==> config.mk <==
export PLATFORM = sky130hd
export DESIGN_NAME = traffic_light_safety_monitor_flat
export DESIGN_NICKNAME = d
export VERILOG_FILES = /design/src/rtl/traffic_light_safety_monitor_if.sv /design/src/rtl/traffic_light_safety_monitor.sv /design/src/flat_wrapper.sv
export SDC_FILE = /design/constraint.sdc
export NUM_CORES = 1
export LEC_CHECK = 0
export ABC_AREA = 1
export BUFFER_PORTS_ARGS = -buffer_cell sky130_fd_sc_hd__buf_2
export CAP_MARGIN = 20
export CORE_MARGIN = 1
export CORE_UTILIZATION = 37
export CTS_BUF_LIST = sky130_fd_sc_hd__clkbuf_4
export CTS_CLUSTER_DIAMETER = 30
export DETAILED_ROUTE_END_ITERATION = 10
export PLACE_DENSITY = 0.6
export RECOVER_POWER = 25
export SYNTH_ARGS = -nofsm -noshare
export SYNTH_HDL_FRONTEND = slang
export SYNTH_SLANG_ARGS = --single-unit
==> constraint.sdc <==
create_clock -name clk -period 2.28 [get_ports clk]
set_input_delay 0.456 -clock clk [delete_from_list [all_inputs] [get_ports clk]]
set_output_delay 0.456 -clock clk [all_outputs]
set_load 0.005 [all_outputs]
==> src/rtl/traffic_light_safety_monitor_if.sv <==
// Signal bundle between the light controller, the safety monitor and the lamp drivers.
// The master side is the controller plus lamp readback; the slave side is the monitor.
interface traffic_light_safety_monitor_if;
    logic       red_in;
    logic       yellow_in;
    logic       green_in;
    logic       fault_clr;
    logic       lamp_red;
    logic       lamp_yellow;
    logic       lamp_green;
    logic       fault;
    logic [2:0] fault_code;

    modport master (
        output red_in, yellow_in, green_in, fault_clr,
        input  lamp_red, lamp_yellow, lamp_green, fault, fault_code
    );

    modport slave (
        input  red_in, yellow_in, green_in, fault_clr,
        output lamp_red, lamp_yellow, lamp_green, fault, fault_code
    );
endinterface

==> src/rtl/traffic_light_safety_monitor.sv <==
// Passes legal red/yellow/green sequences to the lamps and traps encoding, order and
// dwell violations into a sticky fault with fail-safe flashing red.
module traffic_light_safety_monitor #(
    parameter int RED_MIN    = 3,
    parameter int RED_MAX    = 20,
    parameter int YEL_MIN    = 1,
    parameter int YEL_MAX    = 8,
    parameter int GRN_MIN    = 3,
    parameter int GRN_MAX    = 20,
    parameter int FLASH_HALF = 4,
    parameter int CNT_W      = 8
) (
    input logic clk,
    input logic rst,
    traffic_light_safety_monitor_if.slave bus
);
    typedef enum logic [1:0] {ST_INIT, ST_MONITOR, ST_FAULT} state_t;
    typedef enum logic [2:0] {
        FC_NONE        = 3'd0,
        FC_NOT_ONE_HOT = 3'd1,
        FC_ILLEGAL     = 3'd2,
        FC_EARLY       = 3'd3,
        FC_OVERRUN     = 3'd4
    } fault_code_t;

    // Patterns are packed {red, yellow, green}
    localparam logic [2:0]       PAT_R   = 3'b100;
    localparam logic [2:0]       PAT_Y   = 3'b010;
    localparam logic [2:0]       PAT_G   = 3'b001;
    localparam logic [CNT_W-1:0] CNT_ONE = CNT_W'(1);
    localparam logic [CNT_W-1:0] FLASH_N = CNT_W'(FLASH_HALF);

    logic [2:0]       r_pat;
    state_t           state;
    logic [2:0]       lamp_q;
    logic [CNT_W-1:0] dwell;
    logic [CNT_W-1:0] flash_cnt;
    logic             first_phase;
    logic             fault_q;
    fault_code_t      code_q;

    logic             one_hot;
    logic             same;
    logic             legal_step;
    logic [CNT_W-1:0] cur_min;
    logic [CNT_W-1:0] cur_max;
    logic [CNT_W-1:0] dwell_inc;
    fault_code_t      check_code;

    // NOTE: every register is written with <= so all flops sample the same pre-edge values.
    always_ff @(posedge clk or posedge rst) begin
        if (rst) r_pat <= '0;
        else     r_pat <= {bus.red_in, bus.yellow_in, bus.green_in};
    end

    // In MONITOR lamp_q holds the colour currently being timed.
    always_comb begin
        // NOTE: every output of this block gets a default first, so no latch is inferred.
        cur_min    = CNT_W'(RED_MIN);
        cur_max    = CNT_W'(RED_MAX);
        check_code = FC_NONE;
        if (lamp_q == PAT_Y) begin
            cur_min = CNT_W'(YEL_MIN);
            cur_max = CNT_W'(YEL_MAX);
        end else if (lamp_q == PAT_G) begin
            cur_min = CNT_W'(GRN_MIN);
            cur_max = CNT_W'(GRN_MAX);
        end
        one_hot    = (r_pat == PAT_R) || (r_pat == PAT_Y) || (r_pat == PAT_G);
        same       = (r_pat == lamp_q);
        legal_step = (lamp_q == PAT_G && r_pat == PAT_Y) ||
                     (lamp_q == PAT_Y && r_pat == PAT_R) ||
                     (lamp_q == PAT_R && r_pat == PAT_G);
        dwell_inc  = dwell + CNT_ONE;

        if (!one_hot)                                   check_code = FC_NOT_ONE_HOT;
        else if (!same && !legal_step)                  check_code = FC_ILLEGAL;
        else if (!same && !first_phase && dwell < cur_min) check_code = FC_EARLY;
        else if (same && dwell_inc > cur_max)           check_code = FC_OVERRUN;
    end

    always_ff @(posedge clk or posedge rst) begin
        if (rst) begin
            state       <= ST_INIT;
            lamp_q      <= PAT_R;
            dwell       <= '0;
            flash_cnt   <= '0;
            first_phase <= 1'b0;
            fault_q     <= 1'b0;
            code_q      <= FC_NONE;
        end else begin
            case (state)
                ST_INIT: begin
                    if (one_hot) begin
                        state       <= ST_MONITOR;
                        lamp_q      <= r_pat;
                        dwell       <= CNT_ONE;
                        first_phase <= 1'b1;
                    end else begin
                        lamp_q <= PAT_R;
                    end
                end
                ST_MONITOR: begin
                    if (check_code != FC_NONE) begin
                        state     <= ST_FAULT;
                        fault_q   <= 1'b1;
                        code_q    <= check_code;
                        lamp_q    <= PAT_R;
                        flash_cnt <= CNT_ONE;
                    end else begin
                        lamp_q <= r_pat;
                        if (!same) begin
                            dwell       <= CNT_ONE;
                            first_phase <= 1'b0;
                        end else if (dwell <= cur_max) begin
                            // Saturates at MAX+1 so the counter can never wrap
                            dwell <= dwell_inc;
                        end
                    end
                end
                ST_FAULT: begin
                    if (bus.fault_clr) begin
                        state       <= ST_INIT;
                        lamp_q      <= PAT_R;
                        fault_q     <= 1'b0;
                        code_q      <= FC_NONE;
                        flash_cnt   <= '0;
                        dwell       <= '0;
                        first_phase <= 1'b0;
                    end else if (flash_cnt >= FLASH_N) begin
                        lamp_q    <= {~lamp_q[2], 2'b00};
                        flash_cnt <= CNT_ONE;
                    end else begin
                        flash_cnt <= flash_cnt + CNT_ONE;
                    end
                end
                default: state <= ST_INIT;
            endcase
        end
    end

    assign bus.lamp_red    = lamp_q[2];
    assign bus.lamp_yellow = lamp_q[1];
    assign bus.lamp_green  = lamp_q[0];
    assign bus.fault       = fault_q;
    assign bus.fault_code  = code_q;
endmodule
==> src/flat_wrapper.sv <==
// flat-port wrapper written by rule: the top's interface ports become plain ports
module traffic_light_safety_monitor_flat 
#(
    parameter int RED_MIN    = 3,
    parameter int RED_MAX    = 20,
    parameter int YEL_MIN    = 1,
    parameter int YEL_MAX    = 8,
    parameter int GRN_MIN    = 3,
    parameter int GRN_MAX    = 20,
    parameter int FLASH_HALF = 4,
    parameter int CNT_W      = 8
)
  (clk, rst, bus_red_in, bus_yellow_in, bus_green_in, bus_fault_clr, bus_lamp_red, bus_lamp_yellow, bus_lamp_green, bus_fault, bus_fault_code);
  traffic_light_safety_monitor_if bus_i ();
  input logic clk;
  input logic rst;
  input wire logic [$bits(bus_i.red_in)-1:0] bus_red_in;
  input wire logic [$bits(bus_i.yellow_in)-1:0] bus_yellow_in;
  input wire logic [$bits(bus_i.green_in)-1:0] bus_green_in;
  input wire logic [$bits(bus_i.fault_clr)-1:0] bus_fault_clr;
  output wire logic [$bits(bus_i.lamp_red)-1:0] bus_lamp_red;
  output wire logic [$bits(bus_i.lamp_yellow)-1:0] bus_lamp_yellow;
  output wire logic [$bits(bus_i.lamp_green)-1:0] bus_lamp_green;
  output wire logic [$bits(bus_i.fault)-1:0] bus_fault;
  output wire logic [$bits(bus_i.fault_code)-1:0] bus_fault_code;
  assign bus_i.red_in = bus_red_in;
  assign bus_i.yellow_in = bus_yellow_in;
  assign bus_i.green_in = bus_green_in;
  assign bus_i.fault_clr = bus_fault_clr;
  assign bus_lamp_red = bus_i.lamp_red;
  assign bus_lamp_yellow = bus_i.lamp_yellow;
  assign bus_lamp_green = bus_i.lamp_green;
  assign bus_fault = bus_i.fault;
  assign bus_fault_code = bus_i.fault_code;
  traffic_light_safety_monitor #(.RED_MIN(RED_MIN), .RED_MAX(RED_MAX), .YEL_MIN(YEL_MIN), .YEL_MAX(YEL_MAX), .GRN_MIN(GRN_MIN), .GRN_MAX(GRN_MAX), .FLASH_HALF(FLASH_HALF), .CNT_W(CNT_W)) u_core (.clk(clk), .rst(rst), .bus(bus_i));
endmodule
==> key figures, run 1 <==
STA
  • Max-slew violation count: 0
  • Final period util: 0.9102
  • Relative slew margins: 0.01741
  • Final TNS setup: 0 ns
  • Slew @ Worst Pin: 1.474 ns
  • Final setup violation count: 0
  • Final worst slack: 0.2047 ns
  • Final min period: 2.075 ns
  • Fin Clk Skew: 0.008919 ns
  • RSZ-0062 raised after global routing: false
  • Final hold viol count: 0
  • Fmax: 0.4819 GHz

Global route
  • GRT Overall Usage: 0.1751
  • First-pass GRT wire length: 7189 microns
  • Pin count of the biggest net entering global routing: 30
  • Vias in the first global route: 1590
  • GRT overflow: 0
  • Antenna violations before repair: 0

Critical path
  • CP Launch Type: register
  • Critical Path RT: 2.55 ns
  • Critical path capture point type: register
  • WS Path Type: reg2reg
  • Worst EP arrival: 2.34 ns
  • Crit-path max FO: 8

Power and ir drop
  • Leakage power: 1.135 nW
  • Pwr/cell area: 971.9 nW/um^2
  • Total chip power: 2.051 mW
  • VDD IR max: 0.4794 mV

Synth
  • Syn avg cell area: 7.311 sq um
  • Ys async rst share: 1.000
  • Most frequent cell after synthesis: nand2_1
  • Post-synth EDFFs: 0
  • Commonest cells in the netlist: nand2_1 (78), inv_1 (42), dfrtp_1 (28), nor2_1 (18), nand3_1 (12)
  • Cell variety after synth: 27
  • Cell area after synthesis: 1908 sq um
  • Synth Register Bits: 29
  • Seq/Total Area, Yosys: 0.3810
  • Post-synthesis xor/xnor area fraction: 0.01836
  • Synth Area in Simple Gates: 0.3613
  • Syn Nets: 278
  • Yosys warns: 0
  • Post-Synth Adder-Cell Area: 0.07213
  • Dominant synthesized flop cell: dfrtp_1
  • Synth area leaders: dfrtp_1 (37%), nand2_1 (15%), inv_1 (8.3%), ha_1 (7.2%), nor2_1 (3.5%)
  • Compound-gate portion of the synthesized area: 0.06098
  • Gate Count Post-Synth: 261
  • Share of the synthesized area in the top cell type: 0.3672
  • Synth area leader: dfrtp_1
  • Mux contribution to synthesized area: 0
  • Largest family of logic cells by synthesized area: simple AND/OR/NAND/NOR gates

Route
  • DRT Pass-1 Iters: 4
  • Vias per cell: 4.683
  • Antenna viol nets, final: 0
  • DRC: 0
  • DR iter-0 viols: 76
  • Via count: 1639
  • Aggregate routed wire length: 3941 microns
  • Post-detailed-route wirelength per cell: 11.26 microns

Floorplan
  • Die Wd: 73.81 microns
  • Area of the core: 4848 sq um
  • Die H: 73.81 microns
  • Die Footprint: 5448 sq um
  • IO Pins: 13
  • Num rows: 25
  • Initial core utilization: 0.3935

CTS
  • Clock Tree Buf Depth: 2
  • CTS Hold Bufs: 0
  • Clock-pin slew on the worst setup and hold paths: 0.10 ns
  • Root Driver: clkbuf_4
  • CTS Sinks: 29
  • Clock latency on the worst-skew pair: 0.33 ns
  • Htree depth: 2
  • Post_cts resized: 0
  • CTS tree: built
  • Setup Buffers After CTS: 0
  • CTS buffer count: 5

Flow run
  • Number of max-cap violations: 0

Final layout
  • Layout Nets: 299
  • Area Overhead vs Synth: 10.62%
  • Share of layout cells above drive strength 1: 0.1837
  • Fill cells: 509
  • Inserted Diodes: 0

Placed design
  • Dpl ws: 0.2194 ns
  • Placer congestion estimate: 0.8574
  • Hpwl dp: 3162 microns
  • IO Port Bufs: 12

Run status
  • Outcome: complete, no violations

Worst hold path
  • Worst Hold Class: in2reg
-- state kept, by name, indices dropped and copies added, names as in the netlist --
signal	cells
u_core.r_pat	3
u_core.lamp_q	3
u_core.state	2
u_core.bus.fault	1
u_core.flash_cnt	8
u_core.dwell	8
u_core.first_phase	1
u_core.bus.fault_code	3
-- worst max-delay path, stage by stage, from the launching register on --
cell     delay, ns
dfstp_2       0.60
inv_2         0.06
nand3_2       0.13
ha_1          0.26
nand2_1       0.07
o22ai_1       0.07
o21ai_0       0.27
nand2_1       0.21
nand3_2       0.21
nand2_1       0.07
nand2_1       0.06
-- worst paths after layout --
kind                                       endpoint              from  depth (start not counted)  slack [ns]
worst max-delay path                u_core.dwell[1]  u_core.lamp_q[2]                         10        0.20
worst min-delay path                u_core.r_pat[0]      bus_green_in                          1        0.23
worst max register to register      u_core.dwell[1]  u_core.lamp_q[2]                         10        0.20
worst min register to register     u_core.bus.fault  u_core.bus.fault                          2        0.47
max in group asynchronous       u_core.flash_cnt[7]               rst                          3        0.81
min in group asynchronous          u_core.lamp_q[0]               rst                          3        0.60
-- cells in the final DEF (no fill, tap or decap), drive strengths merged, types with 3 or more instances in the layout --
master / instances
nand2: 83
dfrtp: 28
nor3: 8
ha: 11
inv: 45
a21oi: 11
o21ai: 8
nand4: 10
buf: 16
clkinv: 3
clkbuf: 6
nor2: 27
xnor2: 4
nand3: 17
-- layer usage --
metal	vias to the layer above	routed length, microns	track usage
met5	-	0	0
met4	0	78	0.06624
met3	9	67	0.03704
met2	14	1903	0.2885
met1	756	1891	0.2248
li1	860	-	-
-- power breakdown --
part / total (mW) / internal (mW) / leakage [nW] / switching [mW]
logic: 1.02 / 0.367 / 0.726 / 0.649
clock network: 0.306 / 0.116 / 0.0310 / 0.190
registers: 0.728 / 0.626 / 0.378 / 0.102
total: 2.05 / 1.11 / 1.13 / 0.942
-- metrics by stage --
stage / instances / hold WS (ns) / cell area (sq um) / utilization
after global routing: 350 / 0.1922 / 2111 / 0.4354
after CTS: 350 / 0.1704 / 2115 / 0.4361
after detailed placement: 342 / 0.4563 / 2059 / 0.4248
after global placement: 342 / 0.4512 / 2059 / 0.4248
final: 350 / 0.2263 / 2111 / 0.4354
after floorplan: 261 / 0.4426 / 1908 / -
-- cell families (layout without fill, tap and decap cells) --
logic type      Yosys count  count (layout)
simple gates            147             147
buf+inv                  49              71
flops                    29              29
compound gates           21              21
fa+ha+maj                11              11
xor+xnor                  4               4
-- area by class of cell --
class                      count  area (sq um)  area share
multi-input combinational    183         978.4      0.4635
sequential                    29         726.9      0.3444
inverter                      46         172.7     0.08180
timing repair buffer          17         93.84     0.04446
tap                           67         83.83     0.03972
clock buffer                   5         37.54     0.01778
clock inverter                 3         17.52    0.008299
Power figures use the tool's default switching activity.
==> run 2: changes to the inputs <==
--- a/config.mk
+++ b/config.mk
@@ -14,7 +14,7 @@
 export CTS_CLUSTER_DIAMETER = 30
 export DETAILED_ROUTE_END_ITERATION = 10
 export PLACE_DENSITY = 0.6
-export RECOVER_POWER = 25
+export RECOVER_POWER = 100
 export SYNTH_ARGS = -nofsm -noshare
 export SYNTH_HDL_FRONTEND = slang
 export SYNTH_SLANG_ARGS = --single-unit
==> run 2 against run 1 <==
Against the previous run:
- global-route usage is the same
- via count grew 0.67%
- sequential share of layout area grew 0.43 points
- total power decreased by 1.5%
- register-to-register slack is essentially flat
- first-iteration DRC count is 5.3% higher
- combinational power is 3% lower
- die area unchanged
==> key figures, run 2 (synthesis results as in run 1) <==
Run status
  • Outcome: complete, no violations

Power and ir drop
  • Pwr/cell area: 969.0 nW/um^2
  • Total chip power: 2.020 mW
  • Leakage power: 1.126 nW
  • VDD IR max: 0.4744 mV

STA
  • Final TNS setup: 0 ns
  • RSZ-0062 raised after global routing: false
  • Final min period: 2.078 ns
  • Final hold viol count: 0
  • Fin Clk Skew: 0.006400 ns
  • Slew @ Worst Pin: 1.472 ns
  • Relative slew margins: 0.01843
  • Final setup violation count: 0
  • Hold WS: 0.2283 ns
  • Max-slew violation count: 0
  • Final period util: 0.9116
  • Fmax: 0.4811 GHz

Flow run
  • Number of max-cap violations: 0

CTS
  • Root Driver: clkbuf_4
  • Post_cts resized: 0
  • Clock Tree Buf Depth: 2
  • CTS Hold Bufs: 0
  • Clock latency on the worst-skew pair: 0.33 ns
  • CTS Sinks: 29
  • Clock-pin slew on the worst setup and hold paths: 0.10 ns
  • CTS tree: built
  • Htree depth: 2
  • CTS buffer count: 5
  • Setup Buffers After CTS: 0

Final layout
  • Area Overhead vs Synth: 9.246%
  • Fill cells: 513
  • Layout Cells excl Fill: 350
  • Share of layout cells above drive strength 1: 0.1449
  • Regs by FF count: u_core.dwell x8, u_core.flash_cnt x8
  • Inserted Diodes: 0
  • Fin area: 2085 sq um
  • Most frequent cells in the layout: nand2_1 (80), inv_1 (42), dfrtp_1 (28)
  • Layout Nets: 299
  • Most common cell after layout, fill and taps aside: nand2_1

Placed design
  • IO Port Bufs: 12
  • Placer congestion estimate: 0.8574
  • Placed Instance Area: 2059 sq um
  • Hpwl dp: 3162 microns
  • Placed Cells: 342

Floorplan
  • Die Footprint: 5448 sq um
  • Die Wd: 73.81 microns
  • Area of the core: 4848 sq um
  • Initial core utilization: 0.3935
  • Die H: 73.81 microns
  • IO Pins: 13
  • Num rows: 25

Global route
  • First-pass GRT wire length: 7189 microns
  • GRT overflow: 0
  • Antenna violations before repair: 0
  • Pin count of the biggest net entering global routing: 30
  • Vias in the first global route: 1590
  • GRT Overall Usage: 0.1751

Critical path
  • FF-to-FF setup slack: 0.20 ns
  • Worst EP arrival: 2.35 ns
  • Cell mode on critical path: nand2_1
  • R2R depth: 10
  • Critical Path RT: 2.55 ns
  • CP Launch Type: register
  • Reg-to-Reg Start: u_core.lamp_q[2]
  • Critical path capture point type: register
  • Slowest CP cell: dfstp_2
  • Cell family with most CP delay: simple AND/OR/NAND/NOR gates
  • WS Path Type: reg2reg
  • FF-to-FF End: u_core.dwell[1]
  • Buffers & Inverters on Critical Path: 1
  • CP cell instances: inv_2, nand3_2, ha_1, nand2_1, o22ai_1, o21ai_0, nand2_1, nand3_2, nand2_1, nand2_1
  • Crit-path max FO: 8
  • CP max stage delay: 0.60 ns

Route
  • DRC: 0
  • Vias per cell: 4.714
  • DRT Pass-1 Iters: 4
  • Aggregate routed wire length: 3931 microns
  • DR iter-0 viols: 80
  • Via count: 1650
  • Post-detailed-route wirelength per cell: 11.23 microns
  • Antenna viol nets, final: 0

Worst hold path
  • WHS Path Cells: 1
  • Hold path start: bus_green_in
  • Hold endpoint: u_core.r_pat[0]
  • Worst Hold Class: in2reg
-- run 2: power breakdown --
group / internal (mW) / switching [mW] / total, mW
Combinational: 0.357 / 0.627 / 0.985
Clock: 0.116 / 0.190 / 0.306
Sequential: 0.626 / 0.103 / 0.729
-- run 2: final cells by class --
type                       instances  area (sq um)  area share
clock buffer                       5         37.54     0.01801
clock inverter                     3         17.52    0.008403
inverter                          46         172.7     0.08283
multi-input combinational        183         955.9      0.4586
sequential                        29         726.9      0.3487
tap                               67         83.83     0.04022
timing repair buffer              17         90.09     0.04322
-- run 2: worst max-delay path by stage --
stage,slack [ns],end,cells past startpoint,startpoint
CTS,0.21,u_core.flash_cnt[1],15,u_core.dwell[0]
detailed placement,0.22,u_core.flash_cnt[1],15,u_core.dwell[0]
global route,0.02,u_core.flash_cnt[1],15,u_core.dwell[0]
global placement,0.30,u_core.dwell[1],9,u_core.lamp_q[2]
finish,0.20,u_core.dwell[1],10,u_core.lamp_q[2]
floorplan,0.48,u_core.flash_cnt[0],16,u_core.dwell[0]
-- run 2: routing by layer --
layer / vias to the layer above / part of all wire / track usage
li1: 861 / - / -
met1: 768 / 0.47 / 0.2248
met2: 14 / 0.49 / 0.2885
met3: 7 / 0.019 / 0.03704
met4: 0 / 0.017 / 0.06624
met5: - / 0 / 0
-- run 2: per-stage QoR --
| stage | worst slack, ns | util |
|---|---|---|
| final | 0.2016 | 0.4299 |
| after global routing | 0.01692 | 0.4299 |
| after CTS | 0.2122 | 0.4361 |
| after detailed placement | 0.2194 | 0.4248 |
| after global placement | 0.3034 | 0.4248 |
| after floorplan | 0.4771 | - |
